## src/rtl/execution_pipe_if.sv

```systemverilog
// EX-stage bus: upstream op + controls (slave side inputs) and the EX/MEM register outputs.
// The DUT uses the slave modport; the producer/consumer side uses master.
interface execution_pipe_if #(
    parameter int DATA_WIDTH     = 32,
    parameter int INST_MEM_WIDTH = 16
);
    logic                      flush;
    logic                      in_valid, in_ready;
    logic                      out_valid, out_ready;
    logic                      RegWrite, MemWrite, MemRead, UARTtoReg;
    logic [1:0]                MemtoReg, Branch, ALUSrcs, RegDist;
    logic                      ALUSrcs2;
    logic [3:0]                ALUOp;
    logic [DATA_WIDTH-1:0]     op1_sub, op2_sub;
    logic [4:0]                rt, rd, sa;
    logic [15:0]               immediate;
    logic [25:0]               inst_index;
    logic [INST_MEM_WIDTH-1:0] pc, pc1;
    logic                      RegWrite_next, MemWrite_next, MemRead_next, UARTtoReg_next;
    logic [1:0]                MemtoReg_next, Branch_next;
    logic [25:0]               inst_index_next;
    logic [INST_MEM_WIDTH-1:0] pc_next, pc1_next, pc2;
    logic [DATA_WIDTH-1:0]     register_data, alu_result;
    logic [4:0]                rdist;

    modport slave (
        input  flush, in_valid, out_ready,
        input  RegWrite, MemWrite, MemRead, UARTtoReg, MemtoReg, Branch,
        input  ALUSrcs, ALUSrcs2, ALUOp, RegDist, op1_sub, op2_sub,
        input  rt, rd, sa, immediate, inst_index, pc, pc1,
        output in_ready, out_valid,
        output RegWrite_next, MemWrite_next, MemRead_next, UARTtoReg_next,
        output MemtoReg_next, Branch_next, inst_index_next, pc_next, pc1_next,
        output register_data, alu_result, rdist, pc2
    );

    modport master (
        output flush, in_valid, out_ready,
        output RegWrite, MemWrite, MemRead, UARTtoReg, MemtoReg, Branch,
        output ALUSrcs, ALUSrcs2, ALUOp, RegDist, op1_sub, op2_sub,
        output rt, rd, sa, immediate, inst_index, pc, pc1,
        input  in_ready, out_valid,
        input  RegWrite_next, MemWrite_next, MemRead_next, UARTtoReg_next,
        input  MemtoReg_next, Branch_next, inst_index_next, pc_next, pc1_next,
        input  register_data, alu_result, rdist, pc2
    );
endinterface

```

## src/rtl/execution_pipe.sv

```systemverilog
// Registered EX stage with valid/ready handshake, flush, multi-cycle MUL and
// a restoring unsigned divider (one quotient bit per cycle).
module execution_pipe #(
    parameter int DATA_WIDTH     = 32,
    parameter int INST_MEM_WIDTH = 16,
    parameter int MUL_LAT        = 3
) (
    input logic             clk,
    input logic             rstd,
    execution_pipe_if.slave bus
);
    localparam int CW = $clog2(DATA_WIDTH + MUL_LAT + 1);
    localparam logic [CW-1:0] MUL_CNT = CW'((MUL_LAT > 1) ? MUL_LAT - 2 : 0);
    localparam logic [CW-1:0] DIV_CNT = CW'(DATA_WIDTH - 1);
    localparam logic [3:0] OP_MUL = 4'd11, OP_DIVU = 4'd12, OP_REMU = 4'd13;

    typedef enum logic [1:0] {IDLE, HOLD, BUSY} state_t;
    state_t state, state_nxt;

    logic [DATA_WIDTH-1:0] op1, op2, alu_res, fin_res;
    logic [DATA_WIDTH-1:0] quo, dvs, rem, quo_n, rem_n;
    logic [DATA_WIDTH:0]   r_sh, diff;
    logic [CW-1:0]         cnt;
    logic [3:0]            busy_op;
    logic [4:0]            shamt;
    logic                  ready, accept, multi, ge;

    assign ready         = !bus.flush && state != BUSY && (state != HOLD || bus.out_ready);
    assign accept        = bus.in_valid && ready;
    assign bus.in_ready  = ready;
    assign bus.out_valid = (state == HOLD);
    assign multi = (bus.ALUOp == OP_MUL && MUL_LAT > 1) || bus.ALUOp == OP_DIVU || bus.ALUOp == OP_REMU;

    always_comb begin
        case (bus.ALUSrcs)
            2'd0:    op2 = bus.op2_sub;
            2'd1:    op2 = {{(DATA_WIDTH-5){1'b0}}, bus.sa};
            2'd2:    op2 = {{(DATA_WIDTH-16){bus.immediate[15]}}, bus.immediate};
            default: op2 = {{(DATA_WIDTH-16){1'b0}}, bus.immediate};
        endcase
        op1   = bus.ALUSrcs2 ? bus.op2_sub : bus.op1_sub;
        shamt = op2[4:0];
        case (bus.ALUOp)
            4'd0:    alu_res = op1 + op2;
            4'd1:    alu_res = op1 - op2;
            4'd2:    alu_res = op1 & op2;
            4'd3:    alu_res = op1 | op2;
            4'd4:    alu_res = op1 ^ op2;
            4'd5:    alu_res = ~(op1 | op2);
            4'd6:    alu_res = {{(DATA_WIDTH-1){1'b0}}, $signed(op1) < $signed(op2)};
            4'd7:    alu_res = op1 << shamt;
            4'd8:    alu_res = op1 >> shamt;
            4'd9:    alu_res = DATA_WIDTH'($signed(op1) >>> shamt);
            4'd10:   alu_res = op2 << 16;
            4'd11:   alu_res = op1 * op2;
            default: alu_res = '0;
        endcase
    end

    // Divider step: quo shifts the dividend out MSB-first while quotient bits shift in.
    always_comb begin
        r_sh  = {rem, quo[DATA_WIDTH-1]};
        diff  = r_sh - {1'b0, dvs};
        ge    = r_sh >= {1'b0, dvs};
        rem_n = ge ? diff[DATA_WIDTH-1:0] : r_sh[DATA_WIDTH-1:0];
        quo_n = {quo[DATA_WIDTH-2:0], ge};
        case (busy_op)
            OP_DIVU: fin_res = quo_n;
            OP_REMU: fin_res = rem_n;
            default: fin_res = quo * dvs;
        endcase
    end

    always_comb begin
        state_nxt = state;
        case (state)
            IDLE, HOLD: begin
                if (accept)                             state_nxt = multi ? BUSY : HOLD;
                else if (state == HOLD && bus.out_ready) state_nxt = IDLE;
            end
            BUSY:    if (cnt == '0) state_nxt = HOLD;
            default: state_nxt = IDLE;
        endcase
        if (bus.flush) state_nxt = IDLE;
    end

    always_ff @(posedge clk) begin
        if (!rstd) begin
            state               <= IDLE;
            {quo, dvs, rem}     <= '0;
            cnt                 <= '0;
            busy_op             <= '0;
            bus.RegWrite_next   <= 1'b0;
            bus.MemWrite_next   <= 1'b0;
            bus.MemRead_next    <= 1'b0;
            bus.UARTtoReg_next  <= 1'b0;
            bus.MemtoReg_next   <= '0;
            bus.Branch_next     <= '0;
            bus.inst_index_next <= '0;
            bus.pc_next         <= '0;
            bus.pc1_next        <= '0;
            bus.pc2             <= '0;
            bus.register_data   <= '0;
            bus.alu_result      <= '0;
            bus.rdist           <= '0;
        end else begin
            state <= state_nxt;
            if (accept) begin
                bus.RegWrite_next   <= bus.RegWrite;
                bus.MemWrite_next   <= bus.MemWrite;
                bus.MemRead_next    <= bus.MemRead;
                bus.UARTtoReg_next  <= bus.UARTtoReg;
                bus.MemtoReg_next   <= bus.MemtoReg;
                bus.Branch_next     <= bus.Branch;
                bus.inst_index_next <= bus.inst_index;
                bus.pc_next         <= bus.pc;
                bus.pc1_next        <= bus.pc1;
                bus.pc2             <= bus.pc + INST_MEM_WIDTH'($signed(bus.immediate));
                bus.register_data   <= bus.op1_sub;
                case (bus.RegDist)
                    2'd0:    bus.rdist <= bus.rt;
                    2'd1:    bus.rdist <= bus.rd;
                    2'd2:    bus.rdist <= 5'd31;
                    default: bus.rdist <= 5'd0;
                endcase
                busy_op <= bus.ALUOp;
                quo     <= op1;
                dvs     <= op2;
                rem     <= '0;
                cnt     <= (bus.ALUOp == OP_MUL) ? MUL_CNT : DIV_CNT;
                if (!multi) bus.alu_result <= alu_res;
            end else if (state == BUSY && !bus.flush) begin
                if (busy_op != OP_MUL) begin
                    quo <= quo_n;
                    rem <= rem_n;
                end
                if (cnt == '0) bus.alu_result <= fin_res;
                else           cnt <= cnt - 1'b1;
            end
        end
    end
endmodule

```

## src/flat_wrapper.sv

```systemverilog
// flat-port wrapper written by rule: the top's interface ports become plain ports
module execution_pipe_flat 
#(
    parameter int DATA_WIDTH     = 32,
    parameter int INST_MEM_WIDTH = 16,
    parameter int MUL_LAT        = 3
)
  (clk, rstd, bus_flush, bus_in_valid, bus_out_ready, bus_RegWrite, bus_MemWrite, bus_MemRead, bus_UARTtoReg, bus_MemtoReg, bus_Branch, bus_ALUSrcs, bus_ALUSrcs2, bus_ALUOp, bus_RegDist, bus_op1_sub, bus_op2_sub, bus_rt, bus_rd, bus_sa, bus_immediate, bus_inst_index, bus_pc, bus_pc1, bus_in_ready, bus_out_valid, bus_RegWrite_next, bus_MemWrite_next, bus_MemRead_next, bus_UARTtoReg_next, bus_MemtoReg_next, bus_Branch_next, bus_inst_index_next, bus_pc_next, bus_pc1_next, bus_register_data, bus_alu_result, bus_rdist, bus_pc2);
  execution_pipe_if #(.DATA_WIDTH(DATA_WIDTH), .INST_MEM_WIDTH(INST_MEM_WIDTH)) bus_i ();
  input logic clk;
  input logic rstd;
  input wire logic [$bits(bus_i.flush)-1:0] bus_flush;
  input wire logic [$bits(bus_i.in_valid)-1:0] bus_in_valid;
  input wire logic [$bits(bus_i.out_ready)-1:0] bus_out_ready;
  input wire logic [$bits(bus_i.RegWrite)-1:0] bus_RegWrite;
  input wire logic [$bits(bus_i.MemWrite)-1:0] bus_MemWrite;
  input wire logic [$bits(bus_i.MemRead)-1:0] bus_MemRead;
  input wire logic [$bits(bus_i.UARTtoReg)-1:0] bus_UARTtoReg;
  input wire logic [$bits(bus_i.MemtoReg)-1:0] bus_MemtoReg;
  input wire logic [$bits(bus_i.Branch)-1:0] bus_Branch;
  input wire logic [$bits(bus_i.ALUSrcs)-1:0] bus_ALUSrcs;
  input wire logic [$bits(bus_i.ALUSrcs2)-1:0] bus_ALUSrcs2;
  input wire logic [$bits(bus_i.ALUOp)-1:0] bus_ALUOp;
  input wire logic [$bits(bus_i.RegDist)-1:0] bus_RegDist;
  input wire logic [$bits(bus_i.op1_sub)-1:0] bus_op1_sub;
  input wire logic [$bits(bus_i.op2_sub)-1:0] bus_op2_sub;
  input wire logic [$bits(bus_i.rt)-1:0] bus_rt;
  input wire logic [$bits(bus_i.rd)-1:0] bus_rd;
  input wire logic [$bits(bus_i.sa)-1:0] bus_sa;
  input wire logic [$bits(bus_i.immediate)-1:0] bus_immediate;
  input wire logic [$bits(bus_i.inst_index)-1:0] bus_inst_index;
  input wire logic [$bits(bus_i.pc)-1:0] bus_pc;
  input wire logic [$bits(bus_i.pc1)-1:0] bus_pc1;
  output wire logic [$bits(bus_i.in_ready)-1:0] bus_in_ready;
  output wire logic [$bits(bus_i.out_valid)-1:0] bus_out_valid;
  output wire logic [$bits(bus_i.RegWrite_next)-1:0] bus_RegWrite_next;
  output wire logic [$bits(bus_i.MemWrite_next)-1:0] bus_MemWrite_next;
  output wire logic [$bits(bus_i.MemRead_next)-1:0] bus_MemRead_next;
  output wire logic [$bits(bus_i.UARTtoReg_next)-1:0] bus_UARTtoReg_next;
  output wire logic [$bits(bus_i.MemtoReg_next)-1:0] bus_MemtoReg_next;
  output wire logic [$bits(bus_i.Branch_next)-1:0] bus_Branch_next;
  output wire logic [$bits(bus_i.inst_index_next)-1:0] bus_inst_index_next;
  output wire logic [$bits(bus_i.pc_next)-1:0] bus_pc_next;
  output wire logic [$bits(bus_i.pc1_next)-1:0] bus_pc1_next;
  output wire logic [$bits(bus_i.register_data)-1:0] bus_register_data;
  output wire logic [$bits(bus_i.alu_result)-1:0] bus_alu_result;
  output wire logic [$bits(bus_i.rdist)-1:0] bus_rdist;
  output wire logic [$bits(bus_i.pc2)-1:0] bus_pc2;
  assign bus_i.flush = bus_flush;
  assign bus_i.in_valid = bus_in_valid;
  assign bus_i.out_ready = bus_out_ready;
  assign bus_i.RegWrite = bus_RegWrite;
  assign bus_i.MemWrite = bus_MemWrite;
  assign bus_i.MemRead = bus_MemRead;
  assign bus_i.UARTtoReg = bus_UARTtoReg;
  assign bus_i.MemtoReg = bus_MemtoReg;
  assign bus_i.Branch = bus_Branch;
  assign bus_i.ALUSrcs = bus_ALUSrcs;
  assign bus_i.ALUSrcs2 = bus_ALUSrcs2;
  assign bus_i.ALUOp = bus_ALUOp;
  assign bus_i.RegDist = bus_RegDist;
  assign bus_i.op1_sub = bus_op1_sub;
  assign bus_i.op2_sub = bus_op2_sub;
  assign bus_i.rt = bus_rt;
  assign bus_i.rd = bus_rd;
  assign bus_i.sa = bus_sa;
  assign bus_i.immediate = bus_immediate;
  assign bus_i.inst_index = bus_inst_index;
  assign bus_i.pc = bus_pc;
  assign bus_i.pc1 = bus_pc1;
  assign bus_in_ready = bus_i.in_ready;
  assign bus_out_valid = bus_i.out_valid;
  assign bus_RegWrite_next = bus_i.RegWrite_next;
  assign bus_MemWrite_next = bus_i.MemWrite_next;
  assign bus_MemRead_next = bus_i.MemRead_next;
  assign bus_UARTtoReg_next = bus_i.UARTtoReg_next;
  assign bus_MemtoReg_next = bus_i.MemtoReg_next;
  assign bus_Branch_next = bus_i.Branch_next;
  assign bus_inst_index_next = bus_i.inst_index_next;
  assign bus_pc_next = bus_i.pc_next;
  assign bus_pc1_next = bus_i.pc1_next;
  assign bus_register_data = bus_i.register_data;
  assign bus_alu_result = bus_i.alu_result;
  assign bus_rdist = bus_i.rdist;
  assign bus_pc2 = bus_i.pc2;
  execution_pipe #(.DATA_WIDTH(DATA_WIDTH), .INST_MEM_WIDTH(INST_MEM_WIDTH), .MUL_LAT(MUL_LAT)) u_core (.clk(clk), .rstd(rstd), .bus(bus_i));
endmodule
```

## config.mk

```make
export PLATFORM = sky130hd
export DESIGN_NAME = execution_pipe_flat
export DESIGN_NICKNAME = d
export VERILOG_FILES = /design/src/rtl/execution_pipe_if.sv /design/src/rtl/execution_pipe.sv /design/src/flat_wrapper.sv
export SDC_FILE = /design/constraint.sdc
export NUM_CORES = 2
export LEC_CHECK = 0
export ABC_AREA = 0
export ABC_CLOCK_PERIOD_IN_PS = 23100
export CORE_ASPECT_RATIO = 0.9
export CORE_MARGIN = 2
export CORE_UTILIZATION = 68
export DETAILED_ROUTE_END_ITERATION = 10
export MAX_ROUTING_LAYER = met4
export PLACE_DENSITY = 0.9
export SLEW_MARGIN = 25
export SYNTH_ARGS = -nofsm -noshare
export SYNTH_HDL_FRONTEND = slang
export SYNTH_SLANG_ARGS = --single-unit
```

## constraint.sdc

```tcl
create_clock -name clk -period 23.1 [get_ports clk]
set_input_delay 4.62 -clock clk [delete_from_list [all_inputs] [get_ports clk]]
set_output_delay 4.62 -clock clk [all_outputs]
set_load 0.02 [all_outputs]
```

# Word level (Yosys, flattened, before mapping)
# Cells that the tools add are included.
# word_totals
word_cells,111
reg_bits,259
in_bits,175
# op_classes
shift,3
add_sub_neg,5
order_cmp,2
eq_ne,28
reduce_logical,25
muxes,22
multipliers,2
n_bitwise,5
# op_table
cell,count
$pmux 32 s12,1
$mux 32,9
$pmux 32 s3,1
$mul 32x32->32,2
$pmux 32 s2,1
$sub 32x32->32,2
$ge 33x32->1,1
$add 32x32->32,1
$and 32x32->32,1
$eq 4x4->1 const B,8
$lt 32x32->1,1
$not 32->32,1
$or 32x32->32,1
$shl 32x5->32,1
$shr 32x5->32,1
$sshr 32x5->32,1
$xor 32x32->32,1
$mux 6,3
$add 16x16->16,1
$eq 4x3->1 const B,4
$pmux 5 s3,1
$eq 4x2->1 const B,2
$mux 2,4
$reduce_and 2->1,4
20 further kinds,39

# Depth between registers and ports, before layout
# logic_depth
word_depth,7
mapped_depth,36
ltp_nobuf,30

# Worst setup path before layout
# No wires, ideal clock.
# synth_path
path_type,input -> register
start,in bus_ALUSrcs[0]
end,reg u_core.bus.alu_result[31]
required_ns,22.966
path_stages,30
arrival_ns,13.216
setup_slack_ns,9.751
setup_ns,0.134
path_cell_list,buf_2 > buf_2 > mux2i_1 > o21a_1 > buf_2 > buf_1 > buf_1 > buf_2 > clkbuf_1 > buf_1 > nor2_1 > fa_1 > inv_1 > fa_1 > fa_1 > fa_1 > inv_1 > fa_1 > fa_1 > fa_1 > fa_1 > ha_1 > a21oi_1 > o21bai_1 > a221o_1 > a221oi_1 > o21ai_0 > mux2i_1 > a211oi_1 > o221ai_1
# synth_between
elab_chain_cells,7
word_cells_on_any_way,17
# synth_lines
item,line_no,rtl
"start, declared",flat_wrapper.sv:21,input wire logic [$bits(bus_i.ALUSrcs)-1:0] bus_ALUSrcs;
$eq 2x2->1 (tied with other cells),execution_pipe.sv:35,case (bus.ALUSrcs)
$pmux 32 s3 *,execution_pipe.sv:35,
branches (longest 2 deep; another with $mul 32x32->32),n/a,
$pmux 32 s12 *,execution_pipe.sv:43,case (bus.ALUOp)
$mux 32 *,execution_pipe.sv:131,if (!multi) bus.alu_result <= alu_res;
$mux 32 *,execution_pipe.sv:108,if (accept) begin
"end signal, assigned",execution_pipe.sv:131,
"end signal, assigned",execution_pipe.sv:137,if (cnt == '0) bus.alu_result <= fin_res;
"end, declared",execution_pipe_if.sv:34,"output register_data, alu_result, rdist, pc2"
# Every way passes the cells marked *. The select of a mux whose other input is x is not followed.
# A chain may end at the register's enable or synchronous reset.

# Worst setup path after layout
# Same ends and word-level chain as after synthesis.

==> key figures <==
Run status
  – Status: completed

Routing
  – Final ANT Viol Nets: 0
  – Wirelength, routed: 243.3 mm
  – Routed via count divided by cell count: 7.061
  – Violation count after the first detailed-routing iteration: 10141
  – Total iterations of the first detailed-routing run: 11
  – Post-route DRC: 0
  – Overall via count from detail_route: 55672
  – Final routed wire length divided by cell count: 30.86 µm

CTS
  – CTS Buf Count: 31
  – Total clock sinks: 259
  – Post-cts resize count: 0
  – Count of hold buffers inserted by post-cts repair: 0
  – Clk Tree Root Cell: sky130_fd_sc_hd__clkbuf_16
  – Buffers from clock root to sink, at most: 3
  – H-tree levels: 1
  – Clk slew on worst S/H paths: 70 ps
  – # Post-CTS Setup Buffers: 0
  – TritonCTS clock tree: yes
  – Insertion delay of the later-clocked pin in the worst-skew pair: 650 ps

Place
  – Routability Congestion: 1.124
  – Instance count after placement with tap cells included: 7791
  – DP HPWL: 178.4 mm
  – Placed cell area: 0.05695 mm²
  – Count of input and output buffers: 327

Timing
  – Maximum frequency from static timing analysis: 74.11 MHz
  – Maximum clock skew at final layout: 29.53 ps
  – Final Slew Violations: 0
  – Max-slew headroom at the worst pin: 20.03%
  – Final clock period utilization by the worst path: 58.41%
  – Final worst path period need: 13490 ps
  – Summed negative setup slack over all endpoints: 0 ps
  – Setup repair after global routing missed its margin: no
  – Number of hold violations in the final report: 0
  – Slew of the pin with the lowest slew margin: 1200 ps
  – Final number of setup-violating endpoints: 0
  – Minimum hold slack: 459.2 ps

Power and ir drop
  – Combinational Power Share: 87.1%
  – Leakage component of the power: 0.02681 µW
  – Part of the total power dissipated in the clock network: 6.7%
  – Proportion of total power due to net switching: 59.24%
  – Peak supply drop: 0.6136 mV
  – Switching pwr: 4834 µW
  – PD cells: 140.4 mW/mm²
  – Reg power frac: 6.2%
  – Internal power component: 3327 µW

Critical path
  – Beginning of the worst register-to-register path: u_core.dvs[2]
  – Biggest fanout along the worst timing path: 30
  – Worst reg-to-reg path cell count: 26
  – Start-to-end type of the worst setup path: in -> reg
  – Kind of end point of the critical path: flop
  – Flop-to-flop setup slack: 14110 ps
  – Cell type of the slowest stage on the worst timing path: sky130_fd_sc_hd__o21a_1
  – Max incr delay on CP: 900 ps
  – Buffers and inverters on the worst path: 6
  – Data arrival time of the worst path: 14010 ps
  – Critical path startpoint category: primary input
  – CP top delay family: adder cells
  – Data required time at the worst endpoint: 23620 ps
  – Terminus of the critical flop-to-flop path: u_core.bus.alu_result[31]
  – Most prevalent standard cell on the critical path: sky130_fd_sc_hd__fa_1

Yosys
  – Share of the synthesized area in compound gates (AO/OA/AOI/OAI): 15.71%
  – Mean post-synth cell area: 7.873 µm²
  – Mux share of post-synthesis cell area: 3.005%
  – Area share of xor/xnor cells in the synthesized design: 3.357%
  – Most used DFF post-synth: sky130_fd_sc_hd__dfxtp_1
  – Share of synthesized cell area in full adder, half adder and majority cells: 40.31%
  – Cell variety after synth: 98
  – Synthesized instance count: 6722
  – Warnings from Yosys: 0
  – Count of flip-flops with a built-in enable after synthesis: 0
  – Flop and latch count out of synthesis: 259
  – Combinational family with the most area after synthesis: adder cells
  – Number of nets produced by synthesis: 8110
  – Sequential area share after synthesis: 9.797%
  – Post-synthesis cell area: 0.05292 mm²
  – Area fraction in and, or, nand and nor cells after synthesis: 17.28%
  – Post-synthesis async set-or-reset flop share: 0%

Layout
  – Share of cells above drive strength 1: 4.655%
  – Number of standard cells in the layout, taps in and fillers out: 7884
  – Total non-filler cell area in the finished layout: 0.05813 mm²
  – Final net count: 8174
  – Area growth, synth to finish: 9.845%
  – Count of fill cells added during filler insertion: 5105

Hold path
  – Class of the most critical hold timing path: reg -> reg
  – Worst hold path stage count: 2
  – Start point of the worst min-delay path: u_core.bus.pc1_next[12]
  – Worst Hold End: u_core.bus.pc1_next[12]

Global routing
  – Maximum number of pins on one net before global-route repair: 92
  – Vias in the first global route: 56821
  – Overflow after GRT: 0
  – Number of antenna violations at the first check in global routing: 23
  – Wire length of the first global-routing pass: 356.0 mm
  – GRT Resource Usage Total: 62.07%

Floorplanning
  – I/O Pins: 328
  – Initial Utilization: 68.35%
  – # rows: 97
  – Core footprint: 0.07743 mm²
  – Vertical extent of the die: 268.7 µm
  – Die outline width: 298.1 µm
  – Die footprint: 0.08008 mm²

Flow run
  – Number of maximum-capacitance constraint violations: 0
==> worst register-to-register path, stage by stage (launching register included) <==
cell,delay (ps)
sky130_fd_sc_hd__dfxtp_1,720
sky130_fd_sc_hd__buf_4,460
sky130_fd_sc_hd__nand2_1,160
sky130_fd_sc_hd__fa_1,590
sky130_fd_sc_hd__inv_1,50
sky130_fd_sc_hd__fa_1,480
sky130_fd_sc_hd__inv_1,60
sky130_fd_sc_hd__fa_1,500
sky130_fd_sc_hd__inv_1,60
sky130_fd_sc_hd__fa_1,450
sky130_fd_sc_hd__fa_1,560
sky130_fd_sc_hd__inv_1,60
sky130_fd_sc_hd__fa_1,550
sky130_fd_sc_hd__fa_1,430
sky130_fd_sc_hd__fa_1,490
sky130_fd_sc_hd__inv_1,50
sky130_fd_sc_hd__ha_1,390
sky130_fd_sc_hd__a2111oi_0,770
sky130_fd_sc_hd__nor2b_1,230
sky130_fd_sc_hd__inv_1,50
sky130_fd_sc_hd__o21bai_1,320
sky130_fd_sc_hd__a21o_1,380
sky130_fd_sc_hd__a211o_1,220
sky130_fd_sc_hd__a21oi_1,70
sky130_fd_sc_hd__nor3b_1,460
sky130_fd_sc_hd__o21ai_0,290
sky130_fd_sc_hd__o221ai_1,120
==> metrics by stage <==
| step | util [%] | worst slack [ps] | power [µW] |
|---|---|---|---|
| 2_1_floorplan | - | 9751 | 4618 |
| 3_3_place_gp | 73.54 | 9528 | 6995 |
| 3_5_place_dp | 73.54 | 9320 | 7069 |
| 4_1_cts | 74.95 | 9970 | 7652 |
| 5_1_grt | 75.04 | 9543 | 8393 |
| 6_report | 75.08 | 9607 | 8161 |
==> cell families (layout without fill, tap and decap cells) <==
group                      Yosys count  in the layout
AOI/OAI and AO/OA                 1275           1275
buffers and inverters             1467           1555
DFF                                259            259
and+or+nand+nor                   2165           2165
adders and majority gates         1213           1213
other                                0             35
muxes                              148            148
xor gates and xnor gates           195            195
==> placed cells by master (no fill, tap or decap), drive strengths merged, types with 31 or more instances in the layout <==
| cell type | netlist | final |
|---|---|---|
| inv | 1035 | 1039 |
| nand2 | 1021 | 1021 |
| fa | 820 | 820 |
| nor2 | 707 | 707 |
| ha | 393 | 393 |
| a21oi | 384 | 384 |
| clkdlybuf4s50 | 0 | 324 |
| dfxtp | 259 | 259 |
| o21ai | 248 | 248 |
| xnor2 | 149 | 149 |
| and2 | 147 | 147 |
| buf | 80 | 133 |
| mux2i | 112 | 112 |
| o211ai | 85 | 85 |
| a211oi | 79 | 79 |
| a221oi | 72 | 72 |
| nor3 | 69 | 69 |
| a21o | 63 | 63 |
| nand2b | 55 | 55 |
| nand3 | 48 | 48 |
| clkbuf | 347 | 42 |
| xor2 | 41 | 41 |
| a31oi | 38 | 38 |
| o21a | 37 | 37 |
| diode | 0 | 35 |
| a21boi | 33 | 33 |
| mux2 | 31 | 31 |
==> synthesized netlist by cell type, types with 41 or more instances <==
| cell | instances | area [µm²] |
|---|---|---|
| sky130_fd_sc_hd__a211oi_1 | 79 | 593.1 |
| sky130_fd_sc_hd__a21oi_1 | 383 | 1917 |
| sky130_fd_sc_hd__ha_1 | 393 | 4917 |
| sky130_fd_sc_hd__nor3_1 | 68 | 340.3 |
| sky130_fd_sc_hd__a21o_1 | 63 | 473.0 |
| sky130_fd_sc_hd__o211ai_1 | 85 | 638.1 |
| sky130_fd_sc_hd__nand2_1 | 1020 | 3829 |
| sky130_fd_sc_hd__nand3_1 | 47 | 235.2 |
| sky130_fd_sc_hd__and2_1 | 146 | 913.4 |
| sky130_fd_sc_hd__dfxtp_1 | 259 | 5185 |
| sky130_fd_sc_hd__clkbuf_1 | 347 | 1303 |
| sky130_fd_sc_hd__fa_1 | 820 | 16420 |
| sky130_fd_sc_hd__xor2_1 | 41 | 359.1 |
| sky130_fd_sc_hd__xnor2_1 | 149 | 1305 |
| sky130_fd_sc_hd__nor2_1 | 707 | 2654 |
| sky130_fd_sc_hd__o21ai_1 | 76 | 380.4 |
| sky130_fd_sc_hd__buf_1 | 44 | 165.2 |
| sky130_fd_sc_hd__a221oi_1 | 71 | 621.9 |
| sky130_fd_sc_hd__nand2b_1 | 55 | 344.1 |
| sky130_fd_sc_hd__o21ai_0 | 172 | 860.8 |
| sky130_fd_sc_hd__mux2i_1 | 110 | 1101 |
| sky130_fd_sc_hd__inv_1 | 1004 | 3769 |
==> per-layer routing <==
layer	global-route usage (%)	routed length, µm	vias to the layer above
met5	-	0	-
met1	70.86	79420	25845
met2	80.89	92640	5940
met3	33.70	46320	2162
li1	-	-	21725
met4	46.79	24930	0
==> final cells by class <==
cell class                 instances  area [µm²]  share of cell area, %
clock inverter                    16       231.5                 0.3982
timing repair buffer             458        4242                  7.296
multi-input combinational       4996       42320                  72.79
clock buffer                      41       853.3                  1.468
inverter                        1040        3909                  6.724
sequential                       259        5192                  8.932
tap                             1039        1300                  2.236
antenna                           35       87.58                 0.1507
==> registers in the layout, summed over array words and instances (netlist names), 2 cells and up <==
signal,count
u_core.bus.alu_result,32
u_core.bus.register_data,32
u_core.dvs,32
u_core.quo,32
u_core.rem,32
u_core.bus.inst_index_next,26
u_core.bus.pc1_next,16
u_core.bus.pc2,16
u_core.bus.pc_next,16
u_core.cnt,6
u_core.bus.rdist,5
u_core.busy_op,4
u_core.bus.Branch_next,2
u_core.bus.MemtoReg_next,2
u_core.state,2
==> worst max path at each step <==
stage                         startpoint                         to  depth (start not counted)
final                     bus_ALUSrcs[0]  u_core.bus.alu_result[31]                         25
after global routing      bus_ALUSrcs[0]  u_core.bus.alu_result[31]                         27
after CTS                 bus_ALUSrcs[0]  u_core.bus.alu_result[31]                         25
after detailed placement  bus_ALUSrcs[0]  u_core.bus.alu_result[31]                         25
after global placement    bus_ALUSrcs[0]  u_core.bus.alu_result[31]                         25
after floorplan           bus_ALUSrcs[0]  u_core.bus.alu_result[31]                         30
==> power by group through the flow <==
stage	combinational (µW)	sequential [µW]	clock [µW]
finish	7110	506	549
global route	7330	505	557
CTS	6610	500	539
detailed placement	6560	509	0
global placement	6490	507	0
floorplan	4110	509	0
Power figures use the tool's default switching activity.
